`config.mk`:
```
export PLATFORM = sky130hd
export DESIGN_NAME = pipe_skid_stage
export DESIGN_NICKNAME = d
export VERILOG_FILES = /design/src/rtl/pipe_pkg.sv /design/src/rtl/pipe_payload_reg.sv /design/src/rtl/pipe_skid_stage.sv
export SDC_FILE = /design/constraint.sdc
export NUM_CORES = 1
export LEC_CHECK = 0
export CORE_MARGIN = 2
export CORE_UTILIZATION = 37
export CTS_BUF_LIST = sky130_fd_sc_hd__clkbuf_16
export CTS_CLUSTER_SIZE = 40
export DETAILED_ROUTE_END_ITERATION = 7
export GPL_TIMING_DRIVEN = 1
export PLACE_DENSITY_LB_ADDON = 0.1
export SYNTH_ARGS = -nofsm -noshare
export SYNTH_HDL_FRONTEND = slang
export SYNTH_SLANG_ARGS = --single-unit
```
`constraint.sdc`:
```
create_clock -name clk -period 2.03 [get_ports clk]
set_input_delay 0.203 -clock clk [delete_from_list [all_inputs] [get_ports clk]]
set_output_delay 0.203 -clock clk [all_outputs]
set_load 0.03 [all_outputs]
```
`src/rtl/pipe_pkg.sv`:
```
// Shared definitions for the pipeline stage register slice.
//   pipe_state_e : occupancy of a skid stage (EMPTY, FULL, SKID)
//   XLEN         : default data channel width
//   REG_IDX_W    : default destination register index width
package pipe_pkg;

    localparam int unsigned XLEN      = 32;
    localparam int unsigned REG_IDX_W = 5;

    typedef enum logic [1:0] {
        EMPTY = 2'd0,   // main invalid
        FULL  = 2'd1,   // main valid, skid invalid
        SKID  = 2'd2    // main and skid both valid
    } pipe_state_e;

endpackage

```
`src/rtl/pipe_payload_reg.sv`:
```
// Enable-loaded payload register holding one {ctrl, rd, data} entry.
// Ports:
//   clk, rst_n : clock, asynchronous active-low reset (clears to 0)
//   en         : load d on the rising edge
//   d / q      : packed payload in / registered payload out
module pipe_payload_reg #(
    parameter int unsigned WIDTH = 1
) (
    input  logic             clk,
    input  logic             rst_n,
    input  logic             en,
    input  logic [WIDTH-1:0] d,
    output logic [WIDTH-1:0] q
);

    logic [WIDTH-1:0] payload_q;

    always_ff @(posedge clk or negedge rst_n) begin
        if (!rst_n) begin
            payload_q <= '0;
        end else if (en) begin
            payload_q <= d;
        end
    end

    assign q = payload_q;

endmodule

```
`src/rtl/pipe_skid_stage.sv`:
```
// Pipeline stage register with valid/ready handshake and a 2-entry skid
// buffer, synchronous flush and a saturating stall-cycle counter.
// Ports:
//   clk, rst_n           : clock, asynchronous active-low reset
//   flush                : drop every held entry (bubble insertion)
//   in_valid / in_ready  : upstream handshake; in_ready is registered
//   in_ctrl/in_rd/in_data: upstream entry
//   out_valid/out_ready  : downstream handshake; out_valid is registered
//   out_ctrl/out_rd/out_data : entry held in the main register
//                          (out_ctrl forced to 0 while out_valid=0)
//   stall_cnt            : saturating count of out_valid & !out_ready cycles
module pipe_skid_stage
    import pipe_pkg::*;
#(
    parameter int unsigned DATA_WIDTH = XLEN,
    parameter int unsigned NUM_DATA   = 4,
    parameter int unsigned CTRL_WIDTH = 4,
    parameter int unsigned RD_WIDTH   = REG_IDX_W,
    parameter int unsigned CNT_WIDTH  = 16
) (
    input  logic                                clk,
    input  logic                                rst_n,
    input  logic                                flush,
    input  logic                                in_valid,
    output logic                                in_ready,
    input  logic [CTRL_WIDTH-1:0]               in_ctrl,
    input  logic [RD_WIDTH-1:0]                 in_rd,
    input  logic [NUM_DATA-1:0][DATA_WIDTH-1:0] in_data,
    output logic                                out_valid,
    input  logic                                out_ready,
    output logic [CTRL_WIDTH-1:0]               out_ctrl,
    output logic [RD_WIDTH-1:0]                 out_rd,
    output logic [NUM_DATA-1:0][DATA_WIDTH-1:0] out_data,
    output logic [CNT_WIDTH-1:0]                stall_cnt
);

    localparam int unsigned PW = CTRL_WIDTH + RD_WIDTH + NUM_DATA * DATA_WIDTH;

    pipe_state_e          state_q, state_d;
    logic [CNT_WIDTH-1:0] stall_cnt_q, stall_cnt_d;

    logic [PW-1:0]         in_pl, main_pl_d, main_pl_q, skid_pl_q;
    logic                  main_en, skid_en, main_from_skid;
    logic [CTRL_WIDTH-1:0] main_ctrl;

    assign in_pl = {in_ctrl, in_rd, in_data};

    // Both handshake outputs are pure decodes of the state flop, so there
    // is no combinational path from out_ready to in_ready.
    assign out_valid = (state_q != EMPTY);
    assign in_ready  = (state_q != SKID);

    always_comb begin
        state_d        = state_q;
        main_en        = 1'b0;
        skid_en        = 1'b0;
        main_from_skid = 1'b0;
        if (flush) begin
            // Payload regs keep their contents; only occupancy is dropped.
            state_d = EMPTY;
        end else begin
            unique case (state_q)
                EMPTY: begin
                    if (in_valid) begin
                        main_en = 1'b1;
                        state_d = FULL;
                    end
                end
                FULL: begin
                    if (out_ready && in_valid) begin
                        main_en = 1'b1;
                    end else if (out_ready) begin
                        state_d = EMPTY;
                    end else if (in_valid) begin
                        skid_en = 1'b1;
                        state_d = SKID;
                    end
                end
                SKID: begin
                    if (out_ready) begin
                        main_en        = 1'b1;
                        main_from_skid = 1'b1;
                        state_d        = FULL;
                    end
                end
                default: state_d = EMPTY;
            endcase
        end
    end

    assign main_pl_d = main_from_skid ? skid_pl_q : in_pl;

    always_comb begin
        stall_cnt_d = stall_cnt_q;
        if (out_valid && !out_ready && (stall_cnt_q != '1)) begin
            stall_cnt_d = stall_cnt_q + CNT_WIDTH'(1);
        end
    end

    always_ff @(posedge clk or negedge rst_n) begin
        if (!rst_n) begin
            state_q     <= EMPTY;
            stall_cnt_q <= '0;
        end else begin
            state_q     <= state_d;
            stall_cnt_q <= stall_cnt_d;
        end
    end

    pipe_payload_reg #(.WIDTH(PW)) u_main (
        .clk   (clk),
        .rst_n (rst_n),
        .en    (main_en),
        .d     (main_pl_d),
        .q     (main_pl_q)
    );

    pipe_payload_reg #(.WIDTH(PW)) u_skid (
        .clk   (clk),
        .rst_n (rst_n),
        .en    (skid_en),
        .d     (in_pl),
        .q     (skid_pl_q)
    );

    assign {main_ctrl, out_rd, out_data} = main_pl_q;
    // Bubbles must never assert write enables downstream.
    assign out_ctrl  = main_ctrl & {CTRL_WIDTH{out_valid}};
    assign stall_cnt = stall_cnt_q;

endmodule

```
==> results_dict.tcl, run 1 <==
set metrics [dict create \
    status "completed" \
    path_buf_inv 2 \
    period_minus_slack_ps 1960 \
    layout-drive-gt1-share_pct 42.1 \
    max_freq_mhz 509 \
    final_core_util_pct 47.6 \
    power_density_nw_per_um2 1020 \
    post_cts_buffers 0 \
    fin_total_pwr_w 0.0188 \
    root_buffer "clkbuf_16" \
    finalClockSkew_ps 11.8 \
    min_path_type "in -> async" \
    row_count 72 \
    fin_nets 1318 \
    drv_cap 0 \
    synthMuxAreaShare_pct 35.8 \
    ys_seq_elements 292 \
    path_cells "nand2b_4, nor3b_4, buf_4, buf_16, mux2_2, mux2_2" \
    antenna_cells 0 \
    grt_pass1_wl_mm 49.8 \
    synthCells 966 \
    worstMarginPinSlew_ps 570 \
    cp.required_ps 2450 \
    synthAdderAreaFrac_pct 0.0864 \
    synth_edf_count 0 \
    dp_hpwl_mm 21.8 \
    cp-startpoint "state_q[0]" \
    grt_pass1_vias 8512 \
    rsz0062_at_grt "true" \
    die_y_um 202 \
    clock_latency_ps 540 \
    gp_congestion 0.727 \
    synthArstFlopShare_pct 100 \
    syn_area_um2 14500 \
    ys_dominant_reg_cell "dfrtp_1" \
    endpoint_kind "flip-flop" \
    die_x_um 202 \
    arrival_ps 2380 \
    whs_ps 192 \
    cpMostUsedCell "mux2_2" \
    ir_drop_v 0.000622 \
    synth_top_cell_area_share_pct 50.4 \
    r2r-start "state_q[0]" \
    cts_buffers 36 \
    fillers 3448 \
    clockBufferDepth 3 \
    core_um2 38600 \
    routed_via_density 4.68 \
    max_slew_margin_pct 61.6 \
    syn-num-nets 1109 \
    ant_nets 0 \
    synth_compound_area_share_pct 0.544 \
    cpMaxStageDelayCell "dfrtp_1" \
    start_util_pct 37.5 \
    path_delay_family "multiplexers" \
    antenna_found_initial 0 \
    synth_common_cells "dfrtp_1, mux2_2, buf_4" \
    p_leak_nw 8.00 \
    synth_simple_gate_area_share_pct 2.15 \
    grt_max_degree 65 \
    io_buffer_count 296 \
    yosysUniqueCellTypes 39 \
    clock_sinks 292 \
    die-area_um2 40800 \
    yosys_warnings 0 \
    slew_violations 0 \
    yosysSeqAreaShare_pct 50.4 \
    ioPinCount 297 \
    slowest_delay_ps 380 \
    synth_top_family_by_area "multiplexers" \
    avgSynthCellArea_um2 15.0 \
    period_share_pct 96.7 \
    synth.area.top_cells "dfrtp_1, mux2_2, mux2_4" \
    path_clk_slew_ps 60 \
    crit_path_start_kind "flip-flop" \
    dr.first_iter.drc_count 182 \
    synthXorXnorAreaFrac_pct 0.544 \
    cp_max_fo 24 \
    vias 8040 \
    area_growth_pct 26.9 \
    setup_viol 0 \
    crit_type "reg -> reg" \
    grt_usage_pct 15.6 \
    fin_area_um2 18400 \
    post-synth-top-area-cell "dfrtp_1" \
    cts_tree "yes" \
    wl_per_cell_um 18.3 \
    synth_most_common_cell "dfrtp_1" \
    dr.pass1.iters 3 \
    overflow 0 \
    cts-htree-levels 2 \
    routed_wl_mm 31.4 \
    drc_errors 0 \
    placedInstanceArea_um2 17300 \
    finalHoldViolations 0 \
]
==> flip-flops by register name (all words and copies together), names as in the netlist <==
signal     flops
state_q        2
u_skid.q     137
u_main.q     137
stall_cnt     16
==> worst reg2reg max path: stages, from the launching register on <==
cell and delay [ps]:
dfrtp_1 380, nand2b_4 160, nor3b_4 230, buf_4 220, buf_16 220, mux2_2 390, mux2_2 250
==> per-stage QoR <==
stage	setup slack (ps)	cells	setup TNS (ps)
2_1_floorplan	121	966	0
3_3_place_gp	-105	1654	-6850
3_5_place_dp	-111	1654	-9160
4_1_cts	7.64	1719	0
5_1_grt	-7.88	1719	-23.6
6_report	66.3	1719	0
==> cell usage in the layout, fill, tap and decap left out, types with 2 or more instances in the layout <==
cell | synthesis | final
dfrtp_1 | 292 | 291
clkdlybuf4s50_1 | 0 | 287
mux2_2 | 267 | 267
mux2_4 | 130 | 130
clkbuf_16 | 0 | 37
buf_4 | 137 | 29
buf_12 | 11 | 21
mux2_1 | 19 | 19
inv_1 | 2 | 13
nor2_1 | 10 | 10
clkinv_1 | 0 | 10
nand2_1 | 10 | 9
nand3_1 | 7 | 7
xor2_1 | 6 | 6
nor2b_1 | 4 | 4
nand4_1 | 4 | 4
nor3_1 | 4 | 4
a21oi_1 | 3 | 3
and4_1 | 3 | 3
nor4_1 | 3 | 3
xnor2_1 | 3 | 3
inv_6 | 0 | 3
o21ai_0 | 2 | 2
a31oi_1 | 2 | 2
clkinv_2 | 0 | 2
clkbuf_2 | 0 | 2
dlymetal6s2s_1 | 0 | 2
buf_16 | 0 | 2
==> cell type report <==
cell class / count / area [um^2] / share of cell area (%)
Clock inverter: 27 / 145 / 0.789
Clock buffer: 37 / 926 / 5.03
Inverter: 2 / 7.51 / 0.0408
Timing Repair Buffer: 350 / 3670 / 20.0
Sequential cell: 292 / 7310 / 39.7
Multi-Input combinational cell: 493 / 5680 / 30.9
Tap cell: 518 / 648 / 3.52
==> where the power goes <==
part | total (W) | switching (W) | internal [W]
combinational | 0.00494 | 0.00231 | 0.00263
sequential | 0.00795 | 0.000736 | 0.00722
clock | 0.00588 | 0.00247 | 0.00342
==> layer usage <==
metal | GRT usage, % | wire length [um] | vias to the layer above | share of wire [%]
met2 | 24.7 | 14600 | 187 | 46
li1 | - | - | 3688 | -
met5 | 0 | 0 | - | 0
met1 | 20.1 | 14100 | 4119 | 45
met3 | 5.53 | 2110 | 46 | 6.7
met4 | 4.10 | 641 | 0 | 2.0
==> cell families (layout without fill, tap and decap cells) <==
group | after synthesis | after routing
compound gates | 12 | 12
xor+xnor | 9 | 9
fa+ha+maj | 1 | 1
buf+inv | 181 | 416
flops | 292 | 292
mux | 417 | 417
simple gates | 54 | 54
==> worst paths after layout <==
check	end	slack, ps	depth (start not counted)
setup reg to reg	u_main.q[120]	70	6
hold / removal	u_skid.q[37]	190	2
hold reg to reg	u_skid.q[120]	490	1
max in group asynchronous	u_main.q[79]	1080	3
min in group clk	u_skid.q[117]	290	2
setup / recovery	u_main.q[120]	70	6
==> repair_timing <==
action / in CTS / in global routing
setup endpoints to repair: 6 / 24
hold buffers: 1 / 0
gates resized for setup: 12 / 11
endpoints found under the hold margin: 55 / 0
(Power assumes the default switching activity.)
==> run 2, diff against run 1 <==
CORE_UTILIZATION = 39   (was 37)
==> run 2 against run 1 <==
Effect of this change:
- routed wire length down 2.8%
- total power fell by 0.91%
- highest routed layer unchanged
- largest power group unchanged
- global-route usage grew 0.19 points
- maximum frequency up 0.53%
- clock skew down 3.4 ps
==> results_dict.tcl, run 2 (synthesized netlist as in run 1, its figures left out) <==
set metrics [dict create \
    antenna_found_initial 2 \
    clock_sinks 292 \
    area_growth_pct 26.0 \
    dr.pass1.iters 4 \
    place_ws_ps -107 \
    wl_met1_mm 13.3 \
    min_path_type "in -> async" \
    period_minus_slack_ps 1950 \
    cpMaxStageDelayCell "clkdlybuf4s50_1" \
    clock_latency_ps 500 \
    fillers 3251 \
    path_clk_slew_ps 60 \
    path_cells "nand2b_4, clkdlybuf4s50_1" \
    finalHoldViolations 0 \
    rsz0062_at_grt "false" \
    layout-drive-gt1-share_pct 42.0 \
    grt_usage_pct 15.8 \
    vias 8001 \
    grt_pass1_wl_mm 47.9 \
    drc_errors 0 \
    arrival_ps 1750 \
    cts_tree "yes" \
    drv_cap 0 \
    cp_max_fo 4 \
    fin_nets 1315 \
    routed_wl_mm 30.5 \
    power_density_nw_per_um2 1020 \
    path_delay_family "buffers and inverters" \
    die_x_um 197 \
    status "completed" \
    dp_hpwl_mm 21.3 \
    start_util_pct 39.6 \
    period_share_pct 96.2 \
    core_um2 36600 \
    slowest_delay_ps 690 \
    max_freq_mhz 512 \
    crit_path_start_kind "flip-flop" \
    grt_max_degree 67 \
    root_buffer "clkbuf_16" \
    cp.required_ps 1830 \
    path_buf_inv 1 \
    ir_drop_v 0.000563 \
    layout_setup_ws_ps 76.7 \
    highest_layer "met4" \
    placedInstanceArea_um2 17200 \
    fin_area_um2 18300 \
    row_count 70 \
    route.met3.wl_mm 2.11 \
    worstMarginPinSlew_ps 546 \
    slew_violations 0 \
    setup_viol 0 \
    dr.first_iter.drc_count 238 \
    cts_buffers 35 \
    final_common_cell "dfrtp_1" \
    dr_wl_met2_mm 14.6 \
    r2r_slack_ps 110 \
    wl_per_cell_um 18.3 \
    grt_pass1_vias 8259 \
    die-area_um2 38700 \
    crit_type "reg -> out" \
    overflow 0 \
    endpoint_kind "output pin" \
    clockBufferDepth 3 \
    p_leak_nw 7.94 \
    cts-htree-levels 2 \
    max_slew_margin_pct 63.3 \
    finalClockSkew_ps 8.37 \
    final_cell_mix "dfrtp_1, clkdlybuf4s50_1, mux2_2" \
    die_y_um 197 \
    gp_congestion 0.747 \
    ant_nets 0 \
    io_buffer_count 296 \
    post_cts_buffers 0 \
    ioPinCount 297 \
    routed_via_density 4.81 \
]
[run 2: worst reg2reg max path, stage by stage (launching register included)]
cell and delay [ps]:
dfrtp_1 370, nand2b_4 160, nor3b_4 210, buf_4 230
buf_12 240, mux2_4 330, mux2_2 260
[run 2: cell type report]
class / count / area [um^2] / area share, %
Antenna cell: 1 / 2.50 / 0.0137
Inverter: 2 / 7.51 / 0.0411
Clock buffer: 37 / 926 / 5.07
Tap cell: 468 / 586 / 3.21
Multi-Input combinational cell: 493 / 5690 / 31.1
Clock inverter: 23 / 120 / 0.658
Sequential cell: 292 / 7310 / 40.0
Timing Repair Buffer: 348 / 3620 / 19.8
[run 2: where the power goes]
part           internal (W)  switching, W
Sequential          0.00722      0.000733
Combinational       0.00261       0.00228
Clock               0.00339       0.00237
[run 2: repair_timing]
item	in CTS	in global routing
endpoints found under the hold margin	243	0
hold buffers	1	0
pin swaps	0	0
cloned	0	0
gates resized for setup	6	1
setup endpoints to repair	5	52
[run 2: path summary, 6_finish.rpt]
check	depth (start not counted)	startpoint	to
min reg2reg	1	u_skid.q[121]	u_skid.q[121]
max in group asynchronous	4	rst_n	u_main.q[76]
min	2	rst_n	u_main.q[40]
max	2	state_q[1]	in_ready
min in group clk	2	in_data[119]	u_skid.q[119]
max reg2reg	6	state_q[0]	u_main.q[24]
[run 2: per-layer routing]
layer / global-route usage, % / up-vias
li1: - / 3674
met1: 20.3 / 4091
met2: 25.8 / 195
met3: 4.64 / 41
met4: 4.32 / 0
met5: 0 / -
[run 2: metrics by stage]
step / instances / hold WS (ps) / power (W) / TNS (ps) / util, %
2_1_floorplan: 966 / -92.6 / 0.0115 / 0 / -
3_3_place_gp: 1602 / 109 / 0.0129 / -4920 / 47.0
3_5_place_dp: 1602 / 112 / 0.0130 / -9100 / 47.0
4_1_cts: 1663 / 166 / 0.0189 / 0 / 49.8
5_1_grt: 1663 / 178 / 0.0196 / 0 / 49.8
6_report: 1664 / 176 / 0.0186 / 0 / 49.9
